File: src/rtl/memory_port_arbiter.sv
`timescale 1ns/1ps
// Purpose: round-robin arbiter merging N_PORTS requesters onto one in-order memory port.
// Latency: mem_valid 1 cycle after req_ready; responses forwarded in the same cycle (0 cycles).
// Backpressure: one-entry output stage holds while mem_ready=0; grants stop at MAX_OUTST in flight.
// Option: define MEM_ARB_ALIGN_CHECK_EN to answer misaligned accesses locally with rsp_err.
module memory_port_arbiter #(
    parameter int N_PORTS   = 2,
    parameter int ADDR_W    = 32,
    parameter int DATA_W    = 32,
    parameter int MAX_OUTST = 4
) (
    input  logic                       clk,
    input  logic                       rst_n,
    input  logic [N_PORTS-1:0]         req_valid,
    output logic [N_PORTS-1:0]         req_ready,
    input  logic [N_PORTS-1:0]         req_we,
    input  logic [N_PORTS*ADDR_W-1:0]  req_addr,
    input  logic [N_PORTS*2-1:0]       req_width,
    input  logic [N_PORTS*DATA_W-1:0]  req_wdata,
    output logic [N_PORTS-1:0]         rsp_valid,
    output logic [DATA_W-1:0]          rsp_rdata,
    output logic [N_PORTS-1:0]         rsp_err,
    output logic                       mem_valid,
    output logic                       mem_we,
    output logic [ADDR_W-1:0]          mem_addr,
    output logic [1:0]                 mem_width,
    output logic [DATA_W-1:0]          mem_wdata,
    input  logic                       mem_ready,
    input  logic                       mem_rsp_valid,
    input  logic [DATA_W-1:0]          mem_rdata
);
    localparam int IDX_W = (N_PORTS > 1) ? $clog2(N_PORTS) : 1;
    localparam int PTR_W = (MAX_OUTST > 1) ? $clog2(MAX_OUTST) : 1;
    localparam int CNT_W = $clog2(MAX_OUTST + 1);

    logic [IDX_W-1:0]  last_q, last_d;
    logic              stg_vld_q, stg_vld_d;
    logic              stg_we_q, stg_we_d;
    logic [ADDR_W-1:0] stg_addr_q, stg_addr_d;
    logic [1:0]        stg_width_q, stg_width_d;
    logic [DATA_W-1:0] stg_wdata_q, stg_wdata_d;
    logic [IDX_W-1:0]  stg_id_q, stg_id_d;
    logic [CNT_W-1:0]  outst_q, outst_d;
    logic [PTR_W-1:0]  wr_ptr_q, wr_ptr_d;
    logic [PTR_W-1:0]  rd_ptr_q, rd_ptr_d;
    logic [IDX_W-1:0]  id_mem_q [MAX_OUTST];

    logic              found;
    logic [IDX_W-1:0]  cand;
    logic [IDX_W-1:0]  sel_idx;
    logic              sel_we;
    logic [ADDR_W-1:0] sel_addr;
    logic [1:0]        sel_width;
    logic [DATA_W-1:0] sel_wdata;
    logic              sel_misal;
    logic              gnt;
    logic              fwd;
    logic              hs;
    logic              pop;
    logic [IDX_W-1:0]  head_id;

    function automatic logic [PTR_W-1:0] ptr_inc(input logic [PTR_W-1:0] p);
        return (p == PTR_W'(MAX_OUTST - 1)) ? '0 : p + PTR_W'(1);
    endfunction

    // Round-robin pick: first valid port searching upward from last granted + 1
    always_comb begin
        found   = 1'b0;
        cand    = '0;
        sel_idx = '0;
        for (int k = 0; k < N_PORTS; k++) begin
            cand = IDX_W'((int'(last_q) + 1 + k) % N_PORTS);
            if (!found && req_valid[cand]) begin
                found   = 1'b1;
                sel_idx = cand;
            end
        end
    end

    assign sel_we    = req_we[sel_idx];
    assign sel_addr  = req_addr[int'(sel_idx)*ADDR_W +: ADDR_W];
    assign sel_width = req_width[int'(sel_idx)*2 +: 2];
    assign sel_wdata = req_wdata[int'(sel_idx)*DATA_W +: DATA_W];

`ifdef MEM_ARB_ALIGN_CHECK_EN
    // Alignment rule for the selected request; width code 3 is reserved and always rejected
    always_comb begin
        case (sel_width)
            2'd1:    sel_misal = sel_addr[0];
            2'd2:    sel_misal = (sel_addr[1:0] != 2'b00);
            2'd3:    sel_misal = 1'b1;
            default: sel_misal = 1'b0;
        endcase
    end
`else
    assign sel_misal = 1'b0;
`endif

    assign hs      = stg_vld_q & mem_ready;
    assign pop     = mem_rsp_valid & (outst_q != '0);
    assign head_id = id_mem_q[rd_ptr_q];

    // Grant needs a free (or draining) stage and room for one more in flight. A misaligned
    // winner waits for a fully idle port rather than being skipped, so its error response
    // cannot collide with a forwarded one.
    always_comb begin
        gnt = found && (!stg_vld_q || mem_ready)
              && ((int'(outst_q) + int'(stg_vld_q)) < MAX_OUTST);
        if (sel_misal && ((outst_q != '0) || stg_vld_q)) begin
            gnt = 1'b0;
        end
        fwd = gnt && !sel_misal;
    end

    // One-hot ready to the winner, forced low while reset is asserted
    always_comb begin
        req_ready = '0;
        if (gnt && rst_n) begin
            req_ready[sel_idx] = 1'b1;
        end
    end

    // Next state for arbitration pointer, output stage, in-flight count and ID FIFO pointers
    always_comb begin
        last_d      = last_q;
        stg_vld_d   = stg_vld_q;
        stg_we_d    = stg_we_q;
        stg_addr_d  = stg_addr_q;
        stg_width_d = stg_width_q;
        stg_wdata_d = stg_wdata_q;
        stg_id_d    = stg_id_q;
        outst_d     = outst_q;
        wr_ptr_d    = hs  ? ptr_inc(wr_ptr_q) : wr_ptr_q;
        rd_ptr_d    = pop ? ptr_inc(rd_ptr_q) : rd_ptr_q;
        if (gnt) begin
            last_d = sel_idx;
        end
        if (hs) begin
            stg_vld_d = 1'b0;
        end
        if (fwd) begin
            stg_vld_d   = 1'b1;
            stg_we_d    = sel_we;
            stg_addr_d  = sel_addr;
            stg_width_d = sel_width;
            stg_wdata_d = sel_wdata;
            stg_id_d    = sel_idx;
        end
        if (hs && !pop) begin
            outst_d = outst_q + CNT_W'(1);
        end else if (pop && !hs) begin
            outst_d = outst_q - CNT_W'(1);
        end
    end

    // Control and stage registers, cleared asynchronously
    always_ff @(posedge clk or negedge rst_n) begin
        if (!rst_n) begin
            last_q      <= IDX_W'(N_PORTS - 1);
            stg_vld_q   <= 1'b0;
            stg_we_q    <= 1'b0;
            stg_addr_q  <= '0;
            stg_width_q <= '0;
            stg_wdata_q <= '0;
            stg_id_q    <= '0;
            outst_q     <= '0;
            wr_ptr_q    <= '0;
            rd_ptr_q    <= '0;
        end else begin
            last_q      <= last_d;
            stg_vld_q   <= stg_vld_d;
            stg_we_q    <= stg_we_d;
            stg_addr_q  <= stg_addr_d;
            stg_width_q <= stg_width_d;
            stg_wdata_q <= stg_wdata_d;
            stg_id_q    <= stg_id_d;
            outst_q     <= outst_d;
            wr_ptr_q    <= wr_ptr_d;
            rd_ptr_q    <= rd_ptr_d;
        end
    end

    // ID FIFO storage; occupancy lives in the pointers and count, so no reset needed
    always_ff @(posedge clk) begin
        if (hs) begin
            id_mem_q[wr_ptr_q] <= stg_id_q;
        end
    end

    assign mem_valid = stg_vld_q;
    assign mem_we    = stg_we_q;
    assign mem_addr  = stg_addr_q;
    assign mem_width = stg_width_q;
    assign mem_wdata = stg_wdata_q;

`ifdef MEM_ARB_ALIGN_CHECK_EN
    logic             err_vld_q;
    logic [IDX_W-1:0] err_id_q;

    // Local error response one cycle after a misaligned grant
    always_ff @(posedge clk or negedge rst_n) begin
        if (!rst_n) begin
            err_vld_q <= 1'b0;
            err_id_q  <= '0;
        end else begin
            err_vld_q <= gnt && sel_misal;
            err_id_q  <= sel_idx;
        end
    end
`endif

    // Response routing: memory responses go to the FIFO head's port; local errors override
    always_comb begin
        rsp_valid = '0;
        rsp_err   = '0;
        rsp_rdata = mem_rdata;
        if (pop) begin
            rsp_valid[head_id] = 1'b1;
        end
`ifdef MEM_ARB_ALIGN_CHECK_EN
        if (err_vld_q) begin
            rsp_valid[err_id_q] = 1'b1;
            rsp_err[err_id_q]   = 1'b1;
            rsp_rdata           = '0;
        end
`endif
    end

endmodule

File: config.mk
export PLATFORM = sky130hd
export DESIGN_NAME = memory_port_arbiter
export DESIGN_NICKNAME = d
export VERILOG_FILES = /design/src/rtl/memory_port_arbiter.sv
export SDC_FILE = /design/constraint.sdc
export NUM_CORES = 1
export LEC_CHECK = 0
export ABC_AREA = 1
export CELL_PAD_IN_SITES_DETAIL_PLACEMENT = 0
export CELL_PAD_IN_SITES_GLOBAL_PLACEMENT = 1
export CORE_ASPECT_RATIO = 1.25
export CORE_MARGIN = 1
export CORE_UTILIZATION = 27
export CTS_CLUSTER_SIZE = 16
export DETAILED_ROUTE_END_ITERATION = 8
export HOLD_SLACK_MARGIN = 0.02
export PLACE_DENSITY_LB_ADDON = 0.3
export SETUP_SLACK_MARGIN = 0.2
export SLEW_MARGIN = 20
export SYNTH_ARGS = -nofsm -noshare
export SYNTH_HDL_FRONTEND = slang
export SYNTH_SLANG_ARGS = --single-unit
File: constraint.sdc
create_clock -name clk -period 3.8 [get_ports clk]
set_input_delay 0.76 -clock clk [delete_from_list [all_inputs] [get_ports clk]]
set_output_delay 0.76 -clock clk [all_outputs]
set_load 0.05 [all_outputs]
== Yosys cells after proc, flatten, opt, wreduce, memory -nomap -nowiden ==
Memories as Yosys holds them, arrays and structs flattened.
Index checks and enable logic that the tools add are counted.
Operators by class
  bitwise gates (word level): 2
  equality and inequality tests: 2
  shifts and indexed selects: 3
  reductions and logical operators: 16
  order comparisons: 7
  add/subtract/negate cells: 7
  multiplexer cells: 24
Operators with widths (count)
  $shiftx 64x7->32: 2
  $mux 1: 16
  $logic_and 1x1->1: 8
  $lt 1x2->1 const B: 4
  $mux 2: 4
  $mux 3: 2
  $add 2x1->2 const B: 2
  $add 3x1->4: 1
  $eq 2x2->1 const B: 2
  $logic_not 1->1: 4
  $lt 4x3->1 const B: 1
  $reduce_bool 2->1: 2
  $shiftx 4x3->2: 1
  $add 3x1->3 const B: 1
  $reduce_bool 3->1: 1
  $sub 3x1->3 const B: 1
  $add 1x1->1 const B: 2
  $and 1x1->1: 2
  $demux 1 s1: 2
  $ge 1x1->1 const B: 2
  $logic_or 1x1->1: 1
Word-level totals
  word-level logic and storage cells: 72
  input bits: 172
  bits in registers: 77
  output and inout bits: 106
  memory bits (writable): 4
  memories: 1
Memories
  id_mem_q: words 4, width 1, rd ports 1, clocked after Yosys merged registers in 0, write ports 1, RTL line 46  | logic [IDX_W-1:0] id_mem_q [MAX_OUTST];

== Logic depth before layout (Yosys ltp) ==
  word-level depth: 12
  depth in mapped cells: 10
  gate-level depth less buffers: 10

== Worst setup path after synthesis ==
OpenSTA, ideal clock, no wires.
  path kind: input to output
  start point: input port req_valid[1]
  end point: output port req_ready[0]
  stages on the path: 5
  data arrival time: 1.899 ns
  buffers on the path: 2
  setup slack: 1.141 ns
  data required time: 3.040 ns
  path through: buf_2 > nand2_2 > buf_2 > inv_1 > nor2_1
Between the ends
  word-level cells in the longest chain between the ends: 11
  elaborated cells on any way between the ends: 19
  those cells by class: order compare: 2; mux: 11; reduce/logical: 6
RTL lines
  start: declaration: RTL line 14  | input logic [N_PORTS-1:0] req_valid,
  $mux 1 (implied by the code) (2 in series): RTL line 73  | if (!found && req_valid[cand]) begin
  $mux 1: RTL line 73
  $logic_not 1->1: RTL line 73
  $logic_and 1x1->1: RTL line 73
  $mux 1: RTL line 73
  $lt 1x2->1 (implied by the code) / $ge 1x1->1 (equally long branches): RTL line 119  | req_ready[sel_idx] = 1'b1;
  $logic_and 1x1->1 (implied by the code): RTL line 119
  $mux 1 (implied by the code): RTL line 119
  $demux 1 s1: RTL line 119
  $mux 2 (*): RTL line 118  | if (gnt && rst_n) begin
  end: declaration: RTL line 15  | output logic [N_PORTS-1:0] req_ready,
Mark *: on every way between the ends. The rest lies on a longest branch, timed or not. The select of a mux whose other input is x is not followed.

== Worst setup path in the final report ==
  start point: input port mem_rsp_valid
  end point: output port rsp_valid[1]
Between the ends
  word-level cells in the longest chain between the ends: 2
RTL lines
  start: declaration: RTL line 29  | input logic mem_rsp_valid,
  $and 1x1->1: RTL line 100  | assign pop = mem_rsp_valid & (outst_q != '0);
  $mux 2: RTL line 217  | if (pop) begin
  end: declaration: RTL line 20  | output logic [N_PORTS-1:0] rsp_valid,
No other way between the ends.

==> results.toml <==
[sta]
tns_ps = 0
hold-worst-slack_ps = 382
final_hold_viol_count = 0
timing.final.ws_setup_ps = 651
slew_headroom = 0.537
drv_slew = 0
timing.fmax_mhz = 318
rsz0062_at_grt = "false"
period_minus_slack_ps = 3150
worst_clock_skew_ps = 6.37
finalCritPeriodShare = 0.829
finalSetupViolCount = 0
worstMarginPinSlew_ps = 695

[clock_network]
cts.sinks = 81
clkTransAtPathRegs_ps = 60
cts_resized = 0
htreeDepth = 3
cts_root_buf = "clkbuf_16"
postCtsSetupBuffers = 0
cts_made_buffers = 9
clock_latency_ps = 330
cts-hold-fix-buffers = 0
tritoncts = "built"
cts_max_path_buffers = 2

[power]
p_leak_nw = 3.38
p_per_area_nw_per_um2 = 822
finalPower_mw = 5.59
worst_ir_drop_vdd_mv = 0.300

[critical_path]
r2r_start = "outst_q[1]"
worstSetupEndpointType = "output pin"
crit_path_max_fanout = 7
cp-startpoint = "mem_rsp_valid"
critPathArrivalTime_ps = 2390
critPathLaunchType = "input port"
critPathKind = "in2out"
worstPathRequired_ps = 3040

[global_routing]
grtUsageTotal = 0.161
antenna_found_initial = 1
gr-total-overflow = 0
grt_first_pass_wirelength_mm = 22.0
grt_max_degree = 68
grt_pass1_vias = 4364

[place]
dp_hpwl_mm = 9.71
port_buffers = 211
routabilityCongestion = 0.777
dp_slack_ps = 642

[synthesis]
netlist_instances = 631
yosysTopAreaCell = "dfrtp_1"
yosysWarnings = 0
synth-edff-count = 4
ys_types = 27
synth_area_per_cell_sq_um = 7.16
synthesis.area_sq_um = 4520
ys_async_sr_fraction = 0.951
synth_seq_cells = 81
ys.flop_type = "dfrtp_1"
seq_area_frac_synth = 0.453
synthDominantCellAreaShare = 0.421
yosys-top-cells-area = "dfrtp_1 (42%), nand2_1 (30%), nand3_1 (7.8%)"

[final_layout]
num-nets-final = 969
fin_util = 0.418
syn2layout_area_growth_pct = 50.4
multiInputGateArea_sq_um = 1960
diodes = 0
final_common_cell = "nand2_1"
nFillCells = 1729
layout_common_cells = "nand2_1 (356), clkdlybuf4s50_1 (207), dfrtp_1 (76)"
ff_latch_area_sq_um = 2050
layout-drive-gt1-share = 0.0428

[route]
via_count = 4424
via_per_inst = 4.38
drtIter0Drc = 176
wire_per_inst_um = 13.7
drtAntennaViolNets = 0
wl_mm = 13.8
firstDrtPassIters = 4
drc = 0

[die]
die_w_um = 118
die-area_sq_um = 17300
fp-row-count = 52
fp.dieH_um = 147
initial_core_util = 0.278
fp.coreArea_sq_um = 16300
io_pins = 278

[job]
cap_viol_max_count = 0

[outcome]
status = "finished, final reports clean"

[min_path]
hold_path_class = "in2async"
-- flip-flops by register name, indices dropped and copies added (netlist names) --
register and cells:
mem_wdata 32, last_q 1, mem_we 1, mem_valid 1, mem_width 2, outst_q 3
id_mem_q 4, stg_id_q 1, wr_ptr_q 2, rd_ptr_q 2, mem_addr 32
-- cell usage after synthesis, drive strengths merged, types with 2 or more instances --
master and instances:
nand2 359, dfrtp 76, nand3 71, buf 65, inv 16, nor2 12, o21ai 7, ha 6
clkbuf 5, edfxtp 4, or2 2
-- per-stage QoR --
| stage | std cells | instance area, sq um |
|---|---|---|
| final | 1011 | 6790 |
| after global routing | 1011 | 6790 |
| after CTS | 1011 | 6790 |
| after detailed placement | 995 | 6520 |
| after global placement | 995 | 6520 |
| after floorplan | 632 | 4520 |
-- critical path, stage by stage --
cell and delay (ps):
clkdlybuf4s50_1 460, o21ai_1 170, a21oi_1 170, clkdlybuf4s50_1 820
-- routing by layer --
layer | global-route usage | share of wire | vias up
met5 | 0 | 0.0012 | -
met3 | 0.0441 | 0.059 | 24
li1 | - | - | 2228
met2 | 0.289 | 0.51 | 144
met4 | 0.0724 | 0.027 | 2
met1 | 0.176 | 0.40 | 2026
-- cell type report --
type / instances / share of cell area
Timing Repair Buffer: 217 / 0.321
Clock buffer: 9 / 0.0332
Clock inverter: 7 / 0.00663
Tap cell: 216 / 0.0398
Sequential cell: 81 / 0.302
Multi-Input combinational cell: 465 / 0.289
Inverter: 16 / 0.00884
-- report_power, final --
group	switching, mW	internal (mW)	leakage (nW)
sequential	0.238	1.27	0.995
clock	0.349	0.440	0.127
combinational	2.21	1.07	2.26
-- kinds of logic (layout without fill, tap and decap cells) --
group | count (synthesis) | after routing | synth area share
AOI/OAI and AO/OA | 9 | 9 | 0.0122
xor gates and xnor gates | 2 | 2 | 0.00388
adders and majority gates | 7 | 7 | 0.0211
buffers and inverters | 86 | 249 | 0.113
DFF | 81 | 81 | 0.453
other | 1 | 2 | 0.000830
and+or+nand+nor | 445 | 445 | 0.396
-- worst paths after layout --
kind                            cells past startpoint  slack (ps)      endpoint
worst max-delay path                                4         650  rsp_valid[1]
worst min-delay path                                1         380  mem_wdata[8]
worst max register to register                     10        1660    outst_q[2]
worst min register to register                      2         480  mem_addr[20]
max in group asynchronous                           2        2410  mem_width[1]
min in group clk                                    2         480  mem_addr[20]
Power figures use the tool's default switching activity.
